File: config.mk
export PLATFORM = sky130hd
export DESIGN_NAME = clock_phase_gen
export DESIGN_NICKNAME = d
export VERILOG_FILES = /design/src/rtl/clock_phase_gen.sv
export SDC_FILE = /design/constraint.sdc
export NUM_CORES = 1
export LEC_CHECK = 0
export BUFFER_PORTS_ARGS = -buffer_cell sky130_fd_sc_hd__buf_2
export CAP_MARGIN = 20
export CORE_MARGIN = 4
export CORE_UTILIZATION = 30
export DETAILED_ROUTE_END_ITERATION = 10
export PLACE_DENSITY_LB_ADDON = 0.1
export SLEW_MARGIN = 20
export SYNTH_ARGS = -nofsm -noshare
export SYNTH_HDL_FRONTEND = slang
export SYNTH_SLANG_ARGS = --single-unit
File: constraint.sdc
create_clock -name clock -period 5.7 [get_ports clock]
set_clock_uncertainty 0.1 [all_clocks]
set_input_delay 1.14 -clock clock [delete_from_list [all_inputs] [get_ports clock]]
set_output_delay 1.14 -clock clock [all_outputs]
set_load 0.1 [all_outputs]
File: src/rtl/clock_phase_gen.sv
// Multi-channel programmable clock divider with per-channel ratio, phase and enable.
// Ratio/phase updates go through a shadow register and take effect at a period boundary.
module clock_phase_gen #(
  parameter int NUM_CH      = 4,
  parameter int CNT_W       = 8,
  parameter int DEFAULT_DIV = 4,
  parameter int CH_W        = 2
) (
  input  logic              clock,
  input  logic              reset,
  input  logic [NUM_CH-1:0] ch_enable,
  input  logic              sync,
  input  logic              cfg_valid,
  output logic              cfg_ready,
  input  logic [CH_W-1:0]   cfg_ch,
  input  logic [CNT_W-1:0]  cfg_div,
  input  logic [CNT_W-1:0]  cfg_phase,
  output logic [NUM_CH-1:0] clk_out,
  output logic [NUM_CH-1:0] rise_stb,
  output logic              busy
);
  localparam int               SEL_N   = 1 << CH_W;
  localparam logic [CNT_W-1:0] ONE     = CNT_W'(1);
  localparam logic [CNT_W-1:0] TWO     = CNT_W'(2);
  localparam logic [CNT_W-1:0] DIV_RST = CNT_W'(DEFAULT_DIV);

  function automatic logic [CNT_W-1:0] sat_div(input logic [CNT_W-1:0] d);
    return (d < TWO) ? TWO : d;
  endfunction

  function automatic logic [CNT_W-1:0] sat_phase(input logic [CNT_W-1:0] p,
                                                 input logic [CNT_W-1:0] d);
    return (p >= d) ? '0 : p;
  endfunction

  // Counter value one step before the phase, so the first enabled cycle lands on it.
  function automatic logic [CNT_W-1:0] preload(input logic [CNT_W-1:0] d,
                                               input logic [CNT_W-1:0] p);
    return (p == '0) ? (d - ONE) : (p - ONE);
  endfunction

  function automatic logic is_high(input logic [CNT_W-1:0] c, input logic [CNT_W-1:0] d);
    logic [CNT_W:0] hi;
    hi = ({1'b0, d} + (CNT_W+1)'(1)) >> 1;
    return {1'b0, c} < hi;
  endfunction

  logic [NUM_CH-1:0] pend_all;
  logic [SEL_N-1:0]  pend_ext;

  assign pend_ext  = SEL_N'(pend_all);
  assign cfg_ready = ~pend_ext[cfg_ch];
  assign busy      = |pend_all;

  for (genvar i = 0; i < NUM_CH; i++) begin : g_ch
    logic [CNT_W-1:0] cnt_p0, div_p0, phase_p0, sdiv_p0, sphase_p0;
    logic             pend_p0, clk_p0, stb_p0;
    logic [CNT_W-1:0] div_eff, phase_eff, cnt_nx, new_div;
    logic             take, wrap, apply, clk_nx;

    assign take      = cfg_valid && (cfg_ch == CH_W'(i)) && !pend_p0;
    assign wrap      = (cnt_p0 == (div_p0 - ONE));
    assign div_eff   = pend_p0 ? sdiv_p0 : div_p0;
    assign phase_eff = pend_p0 ? sphase_p0 : phase_p0;
    assign new_div   = sat_div(cfg_div);

    always_comb begin
      cnt_nx = cnt_p0;
      clk_nx = 1'b0;
      apply  = 1'b0;
      if (!ch_enable[i]) begin
        apply  = pend_p0;
        cnt_nx = preload(div_eff, phase_eff);
      end else if (sync) begin
        apply  = pend_p0;
        cnt_nx = phase_eff;
        clk_nx = is_high(phase_eff, div_eff);
      end else if (wrap) begin
        // A pending ratio lands exactly at the period boundary, so neither level is cut short.
        apply  = pend_p0;
        cnt_nx = '0;
        clk_nx = 1'b1;
      end else begin
        cnt_nx = cnt_p0 + ONE;
        clk_nx = is_high(cnt_nx, div_p0);
      end
    end

    // Stage p0: per-channel state register
    always_ff @(posedge clock or posedge reset) begin
      if (reset) begin
        cnt_p0    <= DIV_RST - ONE;
        div_p0    <= DIV_RST;
        phase_p0  <= '0;
        sdiv_p0   <= DIV_RST;
        sphase_p0 <= '0;
        pend_p0   <= 1'b0;
        clk_p0    <= 1'b0;
        stb_p0    <= 1'b0;
      end else begin
        cnt_p0  <= cnt_nx;
        clk_p0  <= clk_nx;
        stb_p0  <= ~clk_p0 & clk_nx;
        pend_p0 <= take | (pend_p0 & ~apply);
        if (apply) begin
          div_p0   <= sdiv_p0;
          phase_p0 <= sphase_p0;
        end
        if (take) begin
          sdiv_p0   <= new_div;
          sphase_p0 <= sat_phase(cfg_phase, new_div);
        end
      end
    end

    assign clk_out[i]  = clk_p0;
    assign rise_stb[i] = stb_p0;
    assign pend_all[i] = pend_p0;
  end

endmodule
Word level (Yosys, flattened, before mapping)
Index checks and enable logic that the tools add are counted.
{"block": "op_classes", "magnitude_cmp": 11, "bitwise": 21, "n_reduce_logical": 18, "eq_ne": 7, "muxes": 52, "add_sub_neg": 24}
{"operator": "$mux 8", "n": 26}
{"operator": "$sub 8x1->8 const B", "n": 12}
{"operator": "$add 8x1->9 const B", "n": 8}
{"operator": "$lt 8x8->1", "n": 8}
{"operator": "$add 8x1->8 const B", "n": 4}
{"operator": "$eq 8x8->1", "n": 4}
{"operator": "$logic_not 8->1", "n": 4}
{"operator": "$mux 1", "n": 25}
{"operator": "$not 1->1", "n": 9}
{"operator": "$and 1x1->1", "n": 8}
{"operator": "$ge 8x8->1", "n": 1}
{"operator": "$logic_and 1x1->1", "n": 8}
{"operator": "$lt 8x2->1 const B", "n": 1}
{"operator": "$eq 2x2->1 const B", "n": 2}
{"operator": "$logic_not 1->1", "n": 4}
{"operator": "$or 1x1->1", "n": 4}
{"operator": "$reduce_or 4->1", "n": 1}
{"operator": "$lt 2x3->1 const B", "n": 1}
{"operator": "$bmux 1 s2", "n": 1}
{"operator": "$eq 2x1->1 const B", "n": 1}
{"operator": "$logic_not 2->1", "n": 1}
{"block": "word_totals", "wordCells": 165, "input_bits": 26, "reg_bits": 172, "out_inout_bits": 10}

Logic depth before layout (Yosys ltp)
{"block": "depth", "ltp_word": 8, "depth_mapped": 15, "ltp_nobuf": 12}

Least setup slack after synthesis
No wires, ideal clock.
{"block": "synth_path", "kind": "input port to output port", "startpoint": "input port cfg_ch[1]", "endpoint": "output port cfg_ready", "required_ps": 4460, "cell_stages": 3, "arrival_ps": 3353, "n_path_buf": 0, "setup_slack_ps": 1107, "cell_sequence": "nand2_1 -> o21ai_0 -> o21ai_0"}
{"block": "synth_via", "elab_chain_cells": 3}
{"element": "start, declared", "line": "15", "source": "input logic [CH_W-1:0] cfg_ch,"}
{"element": "$bmux 1 s2", "line": "52", "source": "assign cfg_ready = ~pend_ext[cfg_ch];"}
{"element": "$mux 1 (implied by the code)", "line": "52"}
{"element": "$not 1->1", "line": "52"}
{"element": "end, declared", "line": "14", "source": "output logic cfg_ready,"}
No other way between the ends. The select of a mux whose other input is x is not followed.

Final worst setup path
{"block": "layout_path", "startpoint": "input port cfg_div[4]", "endpoint": "register g_ch[1].sphase_p0[4]"}
{"block": "layout_via", "elab_chain_cells": 4}
{"element": "start, declared", "line": "16", "source": "input logic [CNT_W-1:0] cfg_div,"}
{"element": "$lt 8x2->1"}
{"element": "$mux 8"}
{"element": "via g_ch[0].new_div[0]", "line": "58", "source": "logic [CNT_W-1:0] div_eff, phase_eff, cnt_nx, new_div;"}
{"element": "$ge 8x8->1", "line": "33", "source": "return (p >= d) ? '0 : p;"}
{"element": "$mux 8", "line": "33"}
{"element": "end signal, assigned", "line": "111", "source": "sphase_p0 <= sat_phase(cfg_phase, new_div);"}
{"element": "end, declared", "line": "56", "source": "logic [CNT_W-1:0] cnt_p0, div_p0, phase_p0, sdiv_p0, sphase_p0;"}
The timed path passes the listed nets, and every way through them passes these cells.
A chain may end at the register's enable or synchronous reset.

==> impl_results.md <==
* Levels on crit path at 15
* Hold path depth at 1
* Largest net degree at the start of global routing at 173
* CTS Root Cell: clkbuf_16
* I/O Buffers at 35
* Routability cong. at 0.8582
* Logic pwr share at 51.0%
* # DRC at 0
* Nature of the critical path startpoint: input pin
* Dpl cells at 1884
* Power, Total at 7.007 mW
* Total grt overflow at 0
* H-tree depth at 4
* Chip width at 213.4 µm
* TNS Setup at 0 ns
* Final slew viol count at 0
* Worst-skew pair later-pin latency at 0.44 ns
* Status: finished clean
* CP max-delay cell: o41ai_1
* Post-synthesis sequential area ratio at 34.17%
* Final nets at 1481
* Crit path DAT at 4.02 ns
* Post-Syn Nets at 1493
* Setup repair bufs after CTS at 0
* First-pass GRT wire length at 58470 µm
* Number of enable flip-flop cells after synthesis at 0
* CP bufs+invs at 4
* Post-synth cell types at 79
* Worst-Margin Slew at 1.026 ns
* Crit. End Element: register
* Layout cells sized above 1 at 16.69%
* Core Footprint at 41290 µm²
* TritonRoute pass-1 iters at 5
* WL/cell at 19.02 µm
* Internal at 3.815 mW
* CTS Sinks at 172
* Endpoints failing setup at 0
* Top cell type's share of synthesized area at 30.85%
* Leakage at 5.888 nW
* Post-Syn Instances at 1383
* Total CTS buffers at 17
* Antenna Nets Post-Route at 0
* FP Rows at 74
* Reg2Reg Depth at 13
* Worst EP required at 5.95 ns
* Power share of the clock group at 17.1%
* FF+latch count, synth at 172
* YS warnings at 0
* Initial Utilization at 30.64%
* Worst vdd ir at 0.2087 mV
* CP Class: in2reg
* Unrepaired setup endpoints after global routing: false
* Gr usage total at 16.34%
* Initial antenna violation count at 0
* Number of max-cap violations at 0
* CTS tree: built
* Multi-input gate area at 7782 µm²
* # fillers at 4366
* Full die area at 45530 µm²
* Avg Inst Size Synth at 9.150 µm²
* Clock transition at path regs at 0.08 ns
* Crit share post-route at 66.06%
* Worst path most repeated cell: o21ai_0
* Die height at 213.4 µm
* Reg area at 4324 µm²
* Seq pwr share at 32.0%
* Ys async rst share at 100.0%
* CP Max Fanout at 5
* Via Count at 9986
* CP delay by family, top: compound AO/OA/AOI/OAI gates
* Critical-path cell list: buf_2, nor4_1, nand2_1, o21ai_0, buf_4, inv_1, ha_1, nand2b_1, a21o_1, a21oi_1, o21ai_0, o41ai_1, buf_4, nand2_1, o21ai_0
* Final Hold Viols at 0
* WL final at 36460 µm
* Leading area contributor after synthesis: dfrtp_1
* Initial DRC count at 528
* Post-CTS sizing at 0
* Synth Flop Type: dfrtp_1
* HPWL Detailed at 27730 µm
* CTS Hold Bufs at 0
* Post-route insts no fill at 1917
* Pwr/cell area at 506.7 nW/µm²
* Layout area overhead at 9.275%
* Vias per cell at 5.209
* Top Ports at 36
* Max transition margin at 31.63%
* Via count of the first global-routing pass at 9899
* Clock buffer depth at 2
* Synth Cell Area at 12650 µm²
* Min Tclk post-route at 3.766 ns
* Max stage delay on crit path at 0.62 ns
* Sw Ratio at 45.56%
* Leading post-synthesis cells by cell area: dfrtp_1 (31%), mux2_2 (8.5%), ha_1 (8.3%), xnor2_1 (5.0%), nand2_1 (4.5%)
* Hold WC Path Type: reg2reg
* Fmax at 0.2656 GHz
* Psw at 3.192 mW
==> worst paths after layout <==
check	start	endpoint	slack (ns)
hold reg to reg	g_ch[0].clk_p0	g_ch[0].stb_p0	0.32
hold / removal	g_ch[0].clk_p0	g_ch[0].stb_p0	0.32
setup reg to reg	g_ch[3].pend_p0	g_ch[3].stb_p0	2.07
max in group asynchronous	reset	g_ch[1].sdiv_p0[7]	3.88
setup / recovery	cfg_div[4]	g_ch[1].sphase_p0[4]	1.93
min in group asynchronous	reset	g_ch[2].div_p0[5]	0.82
==> per-layer routing <==
metal	wire length [µm]	global-route usage, %	up-vias
li1	-	-	4966
met5	0	0	-
met4	353	3.664	0
met2	16610	25.82	129
met1	18740	24.21	4872
met3	750	1.770	19
==> cells in the final DEF (no fill, tap or decap), types with 19 or more instances in the layout <==
cell type / Yosys / routed
dfrtp_1: 156 / 156
nand2_1: 151 / 151
o21ai_0: 104 / 104
mux2_2: 95 / 95
ha_1: 84 / 84
xnor2_1: 72 / 72
nand3_1: 68 / 68
a21oi_1: 66 / 66
nor2_1: 55 / 55
inv_1: 46 / 45
xor2_1: 43 / 43
nor3_1: 35 / 35
mux2i_1: 35 / 35
buf_2: 12 / 35
nand2b_1: 19 / 19
and3_1: 19 / 19
==> cell families (layout without fill, tap and decap cells) <==
kind of cell,Yosys count,after routing,share of synthesized area (%)
adder cells (fa/ha/maj),84,84,8.305
AO/OA/AOI/OAI,310,310,15.60
flip-flops,172,172,34.17
multiplexers,140,140,12.41
buffers and inverters,126,127,4.331
XOR/XNOR,116,116,8.137
AND/OR/NAND/NOR,435,435,17.05
other,0,1,0
==> per-stage QoR <==
step                util [%]  cell area [µm²]  hold WS [ns]  setup slack, ns
finish                 33.49            13830        0.3185            1.934
global route           33.48            13830        0.3470            1.652
CTS                    33.48            13830        0.3215            1.998
detailed placement     32.06            13240        0.3108            1.514
global placement       32.06            13240        0.3093            1.441
floorplan                  -            12660        0.3008            1.107
==> sequential cells by signal, summed over array words and instances, names as in the netlist <==
signal          count
g_ch.sphase_p0     32
g_ch.clk_p0         4
g_ch.phase_p0      32
g_ch.div_p0        32
g_ch.pend_p0        4
g_ch.cnt_p0        32
g_ch.stb_p0         4
g_ch.sdiv_p0       32
==> cell usage after synthesis, types with 11 or more instances <==
cell,number
dfrtp_1,156
nand2_1,151
o21ai_0,104
mux2_2,95
ha_1,84
xnor2_1,72
nand3_1,68
a21oi_1,66
nor2_1,55
clkbuf_1,52
inv_1,46
xor2_1,43
mux2i_1,35
nor3_1,35
and3_1,19
nand2b_1,19
a211oi_1,17
dfstp_2,16
o211ai_1,14
buf_2,12
a22oi_1,11
or2_2,11
==> power groups by stage <==
| stage | Clock, mW | Combinational, mW | Sequential, mW |
|---|---|---|---|
| after floorplan | 0 | 3.05 | 1.90 |
| after global placement | 0 | 3.58 | 2.27 |
| after detailed placement | 0 | 3.58 | 2.27 |
| after CTS | 1.24 | 3.61 | 2.25 |
| after global routing | 1.28 | 4.02 | 2.33 |
| final | 1.20 | 3.57 | 2.24 |
==> final cells by class <==
cell class / instances / area share, %
timing repair buffer: 48 / 2.063
clock inverter: 14 / 1.077
sequential: 172 / 31.27
tap: 532 / 4.814
multi-input combinational: 1085 / 56.28
antenna: 1 / 0.01810
inverter: 47 / 1.303
clock buffer: 18 / 3.176
(Power assumes the default switching activity.)
